**config.mk**
```make
export PLATFORM = sky130hd
export DESIGN_NAME = cmd_host_ctrl_flat
export DESIGN_NICKNAME = d
export VERILOG_FILES = /design/src/rtl/cmd_host_ctrl_if.sv /design/src/rtl/cmd_host_ctrl.sv /design/src/flat_wrapper.sv
export SDC_FILE = /design/constraint.sdc
export NUM_CORES = 1
export LEC_CHECK = 0
export CAP_MARGIN = 20
export CELL_PAD_IN_SITES_DETAIL_PLACEMENT = 0
export CELL_PAD_IN_SITES_GLOBAL_PLACEMENT = 1
export CORE_UTILIZATION = 39
export DETAILED_ROUTE_END_ITERATION = 8
export PLACE_DENSITY = 0.86
export SLEW_MARGIN = 5
export SYNTH_ARGS = -nofsm -noshare
export SYNTH_HDL_FRONTEND = slang
export SYNTH_SLANG_ARGS = --single-unit
```
**constraint.sdc**
```tcl
create_clock -name CLK -period 2.26 [get_ports CLK]
set_input_delay 0.678 -clock CLK [delete_from_list [all_inputs] [get_ports CLK]]
set_output_delay 0.678 -clock CLK [all_outputs]
set_load 0.1 [all_outputs]
```
**src/rtl/cmd_host_ctrl_if.sv**
```systemverilog
// Command / serializer / response bus between a host and cmd_host_ctrl.
// slave is the controller's view, master is the driving side.
interface cmd_host_ctrl_if #(
  parameter int DATA_WIDTH = 8,
  parameter int Addr_size  = 4
);
  logic                    CMD_VALID;
  logic [1:0]              CMD_TYPE;
  logic [Addr_size-1:0]    CMD_ADDR;
  logic [DATA_WIDTH-1:0]   CMD_OP_A;
  logic [DATA_WIDTH-1:0]   CMD_OP_B;
  logic [3:0]              CMD_FUN;
  logic                    CMD_READY;
  logic [DATA_WIDTH-1:0]   TX_P_Data;
  logic                    TX_D_VLD;
  logic                    TX_READY;
  logic [DATA_WIDTH-1:0]   RX_P_Data;
  logic                    RX_D_VLD;
  logic [2*DATA_WIDTH-1:0] RSP_DATA;
  logic                    RSP_VALID;
  logic                    RSP_ERR;

  modport slave (
    input  CMD_VALID, CMD_TYPE, CMD_ADDR, CMD_OP_A, CMD_OP_B, CMD_FUN,
    input  TX_READY, RX_P_Data, RX_D_VLD,
    output CMD_READY, TX_P_Data, TX_D_VLD, RSP_DATA, RSP_VALID, RSP_ERR
  );

  modport master (
    output CMD_VALID, CMD_TYPE, CMD_ADDR, CMD_OP_A, CMD_OP_B, CMD_FUN,
    output TX_READY, RX_P_Data, RX_D_VLD,
    input  CMD_READY, TX_P_Data, TX_D_VLD, RSP_DATA, RSP_VALID, RSP_ERR
  );
endinterface

```
**src/rtl/cmd_host_ctrl.sv**
```systemverilog
// Command host controller: frames a command to a byte serializer and assembles the reply.
// Optional response timeout enabled by defining CMD_TIMEOUT_EN.
//
// state   | meaning
// IDLE    | ready for a command, CMD_READY high
// SEND    | presenting frame byte idx until the serializer takes it
// WAIT_LO | waiting for the first (or only) response byte
// WAIT_HI | waiting for the high response byte of an ALU command
module cmd_host_ctrl #(
  parameter int DATA_WIDTH     = 8,
  parameter int Addr_size      = 4,
  parameter int TIMEOUT_CYCLES = 1024
) (
  input logic            CLK,
  input logic            RST,
  cmd_host_ctrl_if.slave bus
);

  typedef enum logic [1:0] {IDLE, SEND, WAIT_LO, WAIT_HI} state_t;

  localparam logic [1:0] T_AA = 2'd0;
  localparam logic [1:0] T_BB = 2'd1;
  localparam logic [1:0] T_CC = 2'd2;

  state_t                  state, state_nxt;
  logic [1:0]              idx, idx_nxt;
  logic [1:0]              typ_q;
  logic [Addr_size-1:0]    addr_q;
  logic [DATA_WIDTH-1:0]   a_q, b_q;
  logic [3:0]              fun_q;
  logic                    cap;
  logic                    tx_vld, tx_vld_nxt;
  logic [DATA_WIDTH-1:0]   tx_data, tx_data_nxt;
  logic [DATA_WIDTH-1:0]   lo_q, lo_nxt;
  logic [2*DATA_WIDTH-1:0] rsp_data, rsp_data_nxt;
  logic                    rsp_valid, rsp_valid_nxt;

  function automatic logic [DATA_WIDTH-1:0] frame_byte(
    input logic [1:0]            t,
    input logic [1:0]            i,
    input logic [Addr_size-1:0]  ad,
    input logic [DATA_WIDTH-1:0] a,
    input logic [DATA_WIDTH-1:0] b,
    input logic [3:0]            f
  );
    logic [DATA_WIDTH-1:0] ad_x, f_x, hdr;
    ad_x = DATA_WIDTH'(ad);
    f_x  = DATA_WIDTH'(f);
    case (t)
      2'd0:    hdr = DATA_WIDTH'(8'hAA);
      2'd1:    hdr = DATA_WIDTH'(8'hBB);
      2'd2:    hdr = DATA_WIDTH'(8'hCC);
      default: hdr = DATA_WIDTH'(8'hDD);
    endcase
    frame_byte = hdr;
    if (i != 2'd0) begin
      case (t)
        2'd0:    frame_byte = (i == 2'd1) ? ad_x : a;
        2'd1:    frame_byte = ad_x;
        2'd2:    frame_byte = (i == 2'd1) ? a : ((i == 2'd2) ? b : f_x);
        default: frame_byte = f_x;
      endcase
    end
  endfunction

  function automatic logic [1:0] last_idx(input logic [1:0] t);
    case (t)
      2'd0:    last_idx = 2'd2;
      2'd2:    last_idx = 2'd3;
      default: last_idx = 2'd1;
    endcase
  endfunction

`ifdef CMD_TIMEOUT_EN
  localparam int TW = $clog2(TIMEOUT_CYCLES + 1);
  localparam logic [TW-1:0] TC_LAST = TW'(TIMEOUT_CYCLES - 1);

  logic [TW-1:0] tmo_cnt;
  logic          in_wait, tmo_hit;
  logic          rsp_err, rsp_err_nxt;

  assign in_wait = (state == WAIT_LO) || (state == WAIT_HI);
  assign tmo_hit = in_wait && (tmo_cnt == TC_LAST);

  // Counter idles at zero, so entering a wait state starts it from a clean count.
  always_ff @(posedge CLK or negedge RST) begin
    if (!RST) begin
      tmo_cnt <= '0;
      rsp_err <= 1'b0;
    end else begin
      rsp_err <= rsp_err_nxt;
      if (!in_wait || bus.RX_D_VLD || tmo_hit) tmo_cnt <= '0;
      else                                     tmo_cnt <= tmo_cnt + 1'b1;
    end
  end

  assign bus.RSP_ERR = rsp_err;
`else
  logic unused_tmo;
  assign unused_tmo  = |TIMEOUT_CYCLES;
  assign bus.RSP_ERR = 1'b0;
`endif

  always_ff @(posedge CLK or negedge RST) begin
    if (!RST) begin
      state     <= IDLE;
      idx       <= 2'd0;
      typ_q     <= 2'd0;
      addr_q    <= '0;
      a_q       <= '0;
      b_q       <= '0;
      fun_q     <= 4'd0;
      tx_vld    <= 1'b0;
      tx_data   <= '0;
      lo_q      <= '0;
      rsp_data  <= '0;
      rsp_valid <= 1'b0;
    end else begin
      state     <= state_nxt;
      idx       <= idx_nxt;
      tx_vld    <= tx_vld_nxt;
      tx_data   <= tx_data_nxt;
      lo_q      <= lo_nxt;
      rsp_data  <= rsp_data_nxt;
      rsp_valid <= rsp_valid_nxt;
      if (cap) begin
        typ_q  <= bus.CMD_TYPE;
        addr_q <= bus.CMD_ADDR;
        a_q    <= bus.CMD_OP_A;
        b_q    <= bus.CMD_OP_B;
        fun_q  <= bus.CMD_FUN;
      end
    end
  end

  always_comb begin
    state_nxt     = state;
    idx_nxt       = idx;
    cap           = 1'b0;
    tx_vld_nxt    = tx_vld;
    tx_data_nxt   = tx_data;
    lo_nxt        = lo_q;
    rsp_data_nxt  = rsp_data;
    rsp_valid_nxt = 1'b0;
`ifdef CMD_TIMEOUT_EN
    rsp_err_nxt   = 1'b0;
`endif
    case (state)
      IDLE: begin
        if (bus.CMD_VALID) begin
          cap         = 1'b1;
          state_nxt   = SEND;
          idx_nxt     = 2'd0;
          tx_vld_nxt  = 1'b1;
          tx_data_nxt = frame_byte(bus.CMD_TYPE, 2'd0, bus.CMD_ADDR,
                                   bus.CMD_OP_A, bus.CMD_OP_B, bus.CMD_FUN);
        end
      end
      SEND: begin
        if (bus.TX_READY) begin
          if (idx == last_idx(typ_q)) begin
            tx_vld_nxt = 1'b0;
            if (typ_q == T_AA) begin
              state_nxt     = IDLE;
              rsp_data_nxt  = '0;
              rsp_valid_nxt = 1'b1;
            end else begin
              state_nxt = WAIT_LO;
            end
          end else begin
            idx_nxt     = idx + 2'd1;
            tx_data_nxt = frame_byte(typ_q, idx + 2'd1, addr_q, a_q, b_q, fun_q);
          end
        end
      end
      WAIT_LO: begin
        if (bus.RX_D_VLD) begin
          if (typ_q == T_BB) begin
            state_nxt     = IDLE;
            rsp_data_nxt  = {{DATA_WIDTH{1'b0}}, bus.RX_P_Data};
            rsp_valid_nxt = 1'b1;
          end else begin
            lo_nxt    = bus.RX_P_Data;
            state_nxt = WAIT_HI;
          end
        end
`ifdef CMD_TIMEOUT_EN
        else if (tmo_hit) begin
          state_nxt   = IDLE;
          rsp_err_nxt = 1'b1;
        end
`endif
      end
      WAIT_HI: begin
        if (bus.RX_D_VLD) begin
          state_nxt     = IDLE;
          rsp_data_nxt  = {bus.RX_P_Data, lo_q};
          rsp_valid_nxt = 1'b1;
        end
`ifdef CMD_TIMEOUT_EN
        else if (tmo_hit) begin
          state_nxt   = IDLE;
          rsp_err_nxt = 1'b1;
        end
`endif
      end
      default: state_nxt = IDLE;
    endcase
  end

  assign bus.CMD_READY = (state == IDLE);
  assign bus.TX_D_VLD  = tx_vld;
  assign bus.TX_P_Data = tx_data;
  assign bus.RSP_DATA  = rsp_data;
  assign bus.RSP_VALID = rsp_valid;

  logic unused_cc;
  assign unused_cc = ^T_CC;

endmodule

```
**src/flat_wrapper.sv**
```systemverilog
// flat-port wrapper written by rule: the top's interface ports become plain ports
module cmd_host_ctrl_flat 
#(
  parameter int DATA_WIDTH     = 8,
  parameter int Addr_size      = 4,
  parameter int TIMEOUT_CYCLES = 1024
)
  (CLK, RST, bus_CMD_VALID, bus_CMD_TYPE, bus_CMD_ADDR, bus_CMD_OP_A, bus_CMD_OP_B, bus_CMD_FUN, bus_TX_READY, bus_RX_P_Data, bus_RX_D_VLD, bus_CMD_READY, bus_TX_P_Data, bus_TX_D_VLD, bus_RSP_DATA, bus_RSP_VALID, bus_RSP_ERR);
  cmd_host_ctrl_if #(.DATA_WIDTH(DATA_WIDTH), .Addr_size(Addr_size)) bus_i ();
  input logic CLK;
  input logic RST;
  input wire logic [$bits(bus_i.CMD_VALID)-1:0] bus_CMD_VALID;
  input wire logic [$bits(bus_i.CMD_TYPE)-1:0] bus_CMD_TYPE;
  input wire logic [$bits(bus_i.CMD_ADDR)-1:0] bus_CMD_ADDR;
  input wire logic [$bits(bus_i.CMD_OP_A)-1:0] bus_CMD_OP_A;
  input wire logic [$bits(bus_i.CMD_OP_B)-1:0] bus_CMD_OP_B;
  input wire logic [$bits(bus_i.CMD_FUN)-1:0] bus_CMD_FUN;
  input wire logic [$bits(bus_i.TX_READY)-1:0] bus_TX_READY;
  input wire logic [$bits(bus_i.RX_P_Data)-1:0] bus_RX_P_Data;
  input wire logic [$bits(bus_i.RX_D_VLD)-1:0] bus_RX_D_VLD;
  output wire logic [$bits(bus_i.CMD_READY)-1:0] bus_CMD_READY;
  output wire logic [$bits(bus_i.TX_P_Data)-1:0] bus_TX_P_Data;
  output wire logic [$bits(bus_i.TX_D_VLD)-1:0] bus_TX_D_VLD;
  output wire logic [$bits(bus_i.RSP_DATA)-1:0] bus_RSP_DATA;
  output wire logic [$bits(bus_i.RSP_VALID)-1:0] bus_RSP_VALID;
  output wire logic [$bits(bus_i.RSP_ERR)-1:0] bus_RSP_ERR;
  assign bus_i.CMD_VALID = bus_CMD_VALID;
  assign bus_i.CMD_TYPE = bus_CMD_TYPE;
  assign bus_i.CMD_ADDR = bus_CMD_ADDR;
  assign bus_i.CMD_OP_A = bus_CMD_OP_A;
  assign bus_i.CMD_OP_B = bus_CMD_OP_B;
  assign bus_i.CMD_FUN = bus_CMD_FUN;
  assign bus_i.TX_READY = bus_TX_READY;
  assign bus_i.RX_P_Data = bus_RX_P_Data;
  assign bus_i.RX_D_VLD = bus_RX_D_VLD;
  assign bus_CMD_READY = bus_i.CMD_READY;
  assign bus_TX_P_Data = bus_i.TX_P_Data;
  assign bus_TX_D_VLD = bus_i.TX_D_VLD;
  assign bus_RSP_DATA = bus_i.RSP_DATA;
  assign bus_RSP_VALID = bus_i.RSP_VALID;
  assign bus_RSP_ERR = bus_i.RSP_ERR;
  cmd_host_ctrl #(.DATA_WIDTH(DATA_WIDTH), .Addr_size(Addr_size), .TIMEOUT_CYCLES(TIMEOUT_CYCLES)) u_core (.CLK(CLK), .RST(RST), .bus(bus_i));
endmodule
```
Word-level counts from Yosys, hierarchy flattened
Cells that the tools add are included.
- bitwise operators: 1
- eq/ne operators: 18
- add/sub/neg operators: 1
- multiplexer cells: 46
- reduce and logical (&&, ||, !) cells: 11
- operators by type and width (operator ; count):
    $mux W16 ; 6
    $mux W8 ; 7
    $pmux W16 S3 ; 1
    $pmux W7 S3 ; 2
    $mux W2 ; 12
    $pmux W8 S3 ; 1
    $pmux W8 S2 ; 1
    $mux W1 ; 11
    $eq A2 B2 Y1 const B ; 5
    $ne A2 B2 Y1 const B ; 5
    $eq A2 B1 Y1 const B ; 4
    $pmux W2 S2 ; 2
    $pmux W2 S4 ; 1
    $reduce_and A4 Y1 ; 2
    $reduce_and A7 Y1 ; 1
    $logic_not A2 Y1 ; 3
    $ne A2 B1 Y1 const B ; 3
    $reduce_and A5 Y1 ; 1
    $reduce_bool A2 Y1 ; 2
    $pmux W1 S3 ; 1
    $reduce_and A3 Y1 ; 1
    $reduce_bool A3 Y1 ; 1
    $add A2 B1 Y2 const B ; 1
    $eq A2 B2 Y1 ; 1
    other kinds (2) ; 2
- output and inout port bits: 28
- register bits after elaboration: 64
- bits of input ports: 39
- word-level logic and storage cells: 89

Longest topological paths before layout
- depth after elaboration: 9
- gate-level depth with buffers: 8
- depth with buffers taken out: 6

Worst setup path after synthesis
No wires, ideal clock.
- path type: flip-flop to output port
- start: reg u_core.state[0]
- end: out bus_CMD_READY
- data required time: 1.582 ns
- arrival: 2.119 ns
- buffers on the path: 2
- cell stages (with the launch flop): 4
- setup slack: -0.537 ns
- cells stage by stage: dfrtp_1 > buf_2 > clkbuf_1 > nor2_1
- longest elaborated chain between the ends: 1
- ends and longest elaborated chain (item ; RTL line ; text):
    start, declared ; cmd_host_ctrl.sv:25 ; state_t state, state_nxt;
    start signal, assigned ; cmd_host_ctrl.sv:119 ; state <= state_nxt;
    $logic_not A2 Y1 ; cmd_host_ctrl.sv:211 ; assign bus.CMD_READY = (state == IDLE);
    end, declared ; flat_wrapper.sv:21 ; output wire logic [$bits(bus_i.CMD_READY)-1:0] bus_CMD_READY;
Every way passes these cells.

Final worst setup path
- start: in bus_TX_READY
- end: reg u_core.tx_data[1], in the netlist u_core.bus.TX_P_Data[1]
- longest elaborated chain between the ends: 2
- ends and longest elaborated chain (item ; RTL line ; text):
    start, declared ; flat_wrapper.sv:18 ; input wire logic [$bits(bus_i.TX_READY)-1:0] bus_TX_READY;
    $ne A2 B2 Y1 (no source line) ; - ;
    $reduce_and A4 Y1 (no source line) ; - ;
    end signal, assigned ; cmd_host_ctrl.sv:122 ; tx_data <= tx_data_nxt;
    end, declared ; cmd_host_ctrl.sv:33 ; logic [DATA_WIDTH-1:0] tx_data, tx_data_nxt;
Every way passes these cells.
A chain may end at the register's enable or synchronous reset.

==> results.toml <==
[routing]
via_count = 2484
drc = 0
drt_first_pass_iters = 4
via_per_inst = 5.06
drt_wl_total_mm = 7.13
wl_per_cell_um = 14.5
ant_nets = 0
drtIter0Drc = 185

[grt]
grtUsageTotal_pct = 18.2
grt_pass1_vias = 2452
antenna_found_initial = 0
grt_max_degree = 65
grt_pass1_wl_mm = 12.0
overflow = 0

[clock_tree]
cts_buffer_depth = 2
htree_levels = 3
cts_tree = "built"
cts_buffers = 9
clk_latency_ns = 0.34
cts.sinks = 64
cts_root_buffer = "clkbuf_8"
path_clk_slew_ns = 0.07
postCtsHoldBufs = 0

[cells_and_area]
drive_above_1_share_pct = 19.8
final_common_cell = "nand2_1"
nets = 426
antennaDiodeCount = 0
layout_common_cells = "84 x nand2_1, 64 x dfrtp_1, 40 x buf_4"
instances_no_fill = 491
syn2layout_area_growth_pct = 31.3

[synthesis]
synthesis.nets = 355
synth-edff-count = 0
synthCells = 313
synth.avg_cell_area_um2 = 10.1
synth_async_sr_flop_share_pct = 100
syn_area_um2 = 3150
ys_warn_count = 0
synth.distinct_cells = 57
synth-seq-area-share_pct = 50.8
yosys_register_bits = 64
synth_flop_cell = "dfrtp_1"

[setup_path]
path_cells = "clkdlybuf4s50_1 -> nand3b_4 -> or4_4 -> a21o_1 -> o31ai_2"
cpPeakStageDelay_ns = 0.56
worstPathArrival_ns = 2.32
path_buf_inv = 1
cp.depth = 5
path_delay_family = "simple AND/OR/NAND/NOR gates"
reg2reg_depth = 6
required_ns = 2.51
start_kind = "primary input"
critPathSlowestCell = "or4_4"
end_kind = "register"
path_class = "primary input to register"
critPathMaxFanout = 3

[worst_hold_path]
hp-class = "primary input to async pin"

[place]
hpwlAfterDp_mm = 5.16
dp_cells = 475
portBuffers = 65
place_congestion = 0.776

[timing]
setup_tns_ns = 0
whs_ns = 0.327
timing.slew.headroom_pct = 63.6
period_minus_slack_ns = 2.07
post-route-period-util_pct = 91.7
rsz0062_at_grt = "false"
skew_ns = 0.0113
max_freq_ghz = 0.482
setup_viol = 0
final-hold-violation-count = 0
slew_viol_final = 0
worst_pin_slew_ns = 0.544

[die]
core_area_um2 = 7770
floorplan.initialDensity_pct = 40.6
fp.dieArea_um2 = 8440
die_w_um = 91.9
num_rows = 32
pin_count = 67
die_h_um = 91.9

[run_status]
status = "complete, no violations"

[job]
maxCapViolations = 0
[synth_stat cells, types with 2 or more instances]
master | instances | area (um^2)
mux2i_1 | 13 | 130
o211ai_1 | 3 | 22.5
a21o_1 | 2 | 15.0
and3_1 | 2 | 12.5
dfrtp_1 | 64 | 1600
a22o_1 | 9 | 78.8
mux2_1 | 7 | 78.8
o22a_1 | 3 | 26.3
mux2_2 | 5 | 56.3
o21ai_0 | 7 | 35.0
a31oi_1 | 3 | 18.8
inv_1 | 7 | 26.3
o2bb2ai_1 | 8 | 70.1
buf_2 | 6 | 30.0
nand3_1 | 5 | 25.0
a21oi_1 | 7 | 35.0
buf_6 | 2 | 22.5
a311oi_1 | 3 | 26.3
a211oi_1 | 4 | 30.0
and2_1 | 4 | 25.0
nand2b_1 | 4 | 25.0
nand2_1 | 84 | 315
nor2b_1 | 6 | 37.5
o31ai_1 | 2 | 15.0
nor2_1 | 6 | 22.5
ha_1 | 3 | 37.5
clkbuf_1 | 9 | 33.8
buf_1 | 3 | 11.3
nor3_1 | 3 | 15.0
nand3b_1 | 2 | 15.0
[metrics by stage]
| step | setup slack (ns) | instance area (um^2) | util [%] |
|---|---|---|---|
| 2_1_floorplan | 0.217 | 3160 | - |
| 3_3_place_gp | -0.143 | 3920 | 50.4 |
| 3_5_place_dp | -0.158 | 3920 | 50.4 |
| 4_1_cts | 0.111 | 4140 | 53.3 |
| 5_1_grt | 0.157 | 4140 | 53.3 |
| 6_report | 0.187 | 4140 | 53.3 |
[timing repair]
action	4_1_cts	5_1_grt
endpoints found under the setup margin	0	1
buffers inserted	0	0
resized for setup	0	1
[final timing paths]
check                      slack (ns)                      start                                  end
max                              0.19               bus_TX_READY  u_core.bus.TX_P_Data[1]$_DFFE_PN0P_
min                              0.33                        RST  u_core.bus.RSP_DATA[13]$_DFFE_PN0P_
max reg2reg                      0.27  u_core.idx[0]$_DFFE_PN0P_  u_core.bus.TX_P_Data[4]$_DFFE_PN0P_
min reg2reg                      0.48  u_core.b_q[3]$_DFFE_PN0P_            u_core.b_q[3]$_DFFE_PN0P_
max in group asynchronous        1.64                        RST          u_core.fun_q[3]$_DFFE_PN0P_
min in group CLK                 0.48  u_core.b_q[3]$_DFFE_PN0P_            u_core.b_q[3]$_DFFE_PN0P_
[cells by family after synthesis]
| group | share of synthesized area, % |
|---|---|
| muxes | 8.42 |
| AOI/OAI and AO/OA | 14.4 |
| buffers and inverters | 4.17 |
| adders and majority gates | 1.19 |
| and+or+nand+nor | 20.6 |
| other | 0.119 |
| xor gates and xnor gates | 0.278 |
| DFF | 50.8 |
[sequential cells by signal, indices dropped and copies added, names as in the netlist]
register / cells
u_core.bus.TX_D_VLD: 1
u_core.a_q: 8
u_core.typ_q: 2
u_core.state: 2
u_core.bus.RSP_VALID: 1
u_core.bus.TX_P_Data: 8
u_core.fun_q: 4
u_core.lo_q: 8
u_core.b_q: 8
u_core.bus.RSP_DATA: 16
u_core.addr_q: 4
u_core.idx: 2
[area by class of cell]
cell class	instances	area, um^2
multi-input cells	221	1430
well taps	102	128
repair buffers	81	736
inverters	7	26.3
clock buffers	9	124
fillers	722	3630
clock inverters	7	95.1
flip-flops and latches	64	1600
[per-layer routing]
layer / track usage, % / vias to the layer above / part of all wire (%)
met3: 4.23 / 9 / 4.0
met5: 0 / - / 0
met4: 5.60 / 0 / 1.4
met1: 26.6 / 1185 / 50
li1: - / 1232 / -
met2: 26.6 / 58 / 45
[worst reg2reg max path: cells and delay by family, from the launching register on]
family	cells	cell delay (ns)
AOI/OAI and AO/OA	2	0.50
buffers and inverters	1	0.11
and+or+nand+nor	1	0.39
DFF	1	0.45
muxes	1	0.17
adders and majority gates	1	0.31
Power is left out: the tool's default activity adds up to more than one toggle a clock period on the data nets, which glitch-free logic cannot reach.
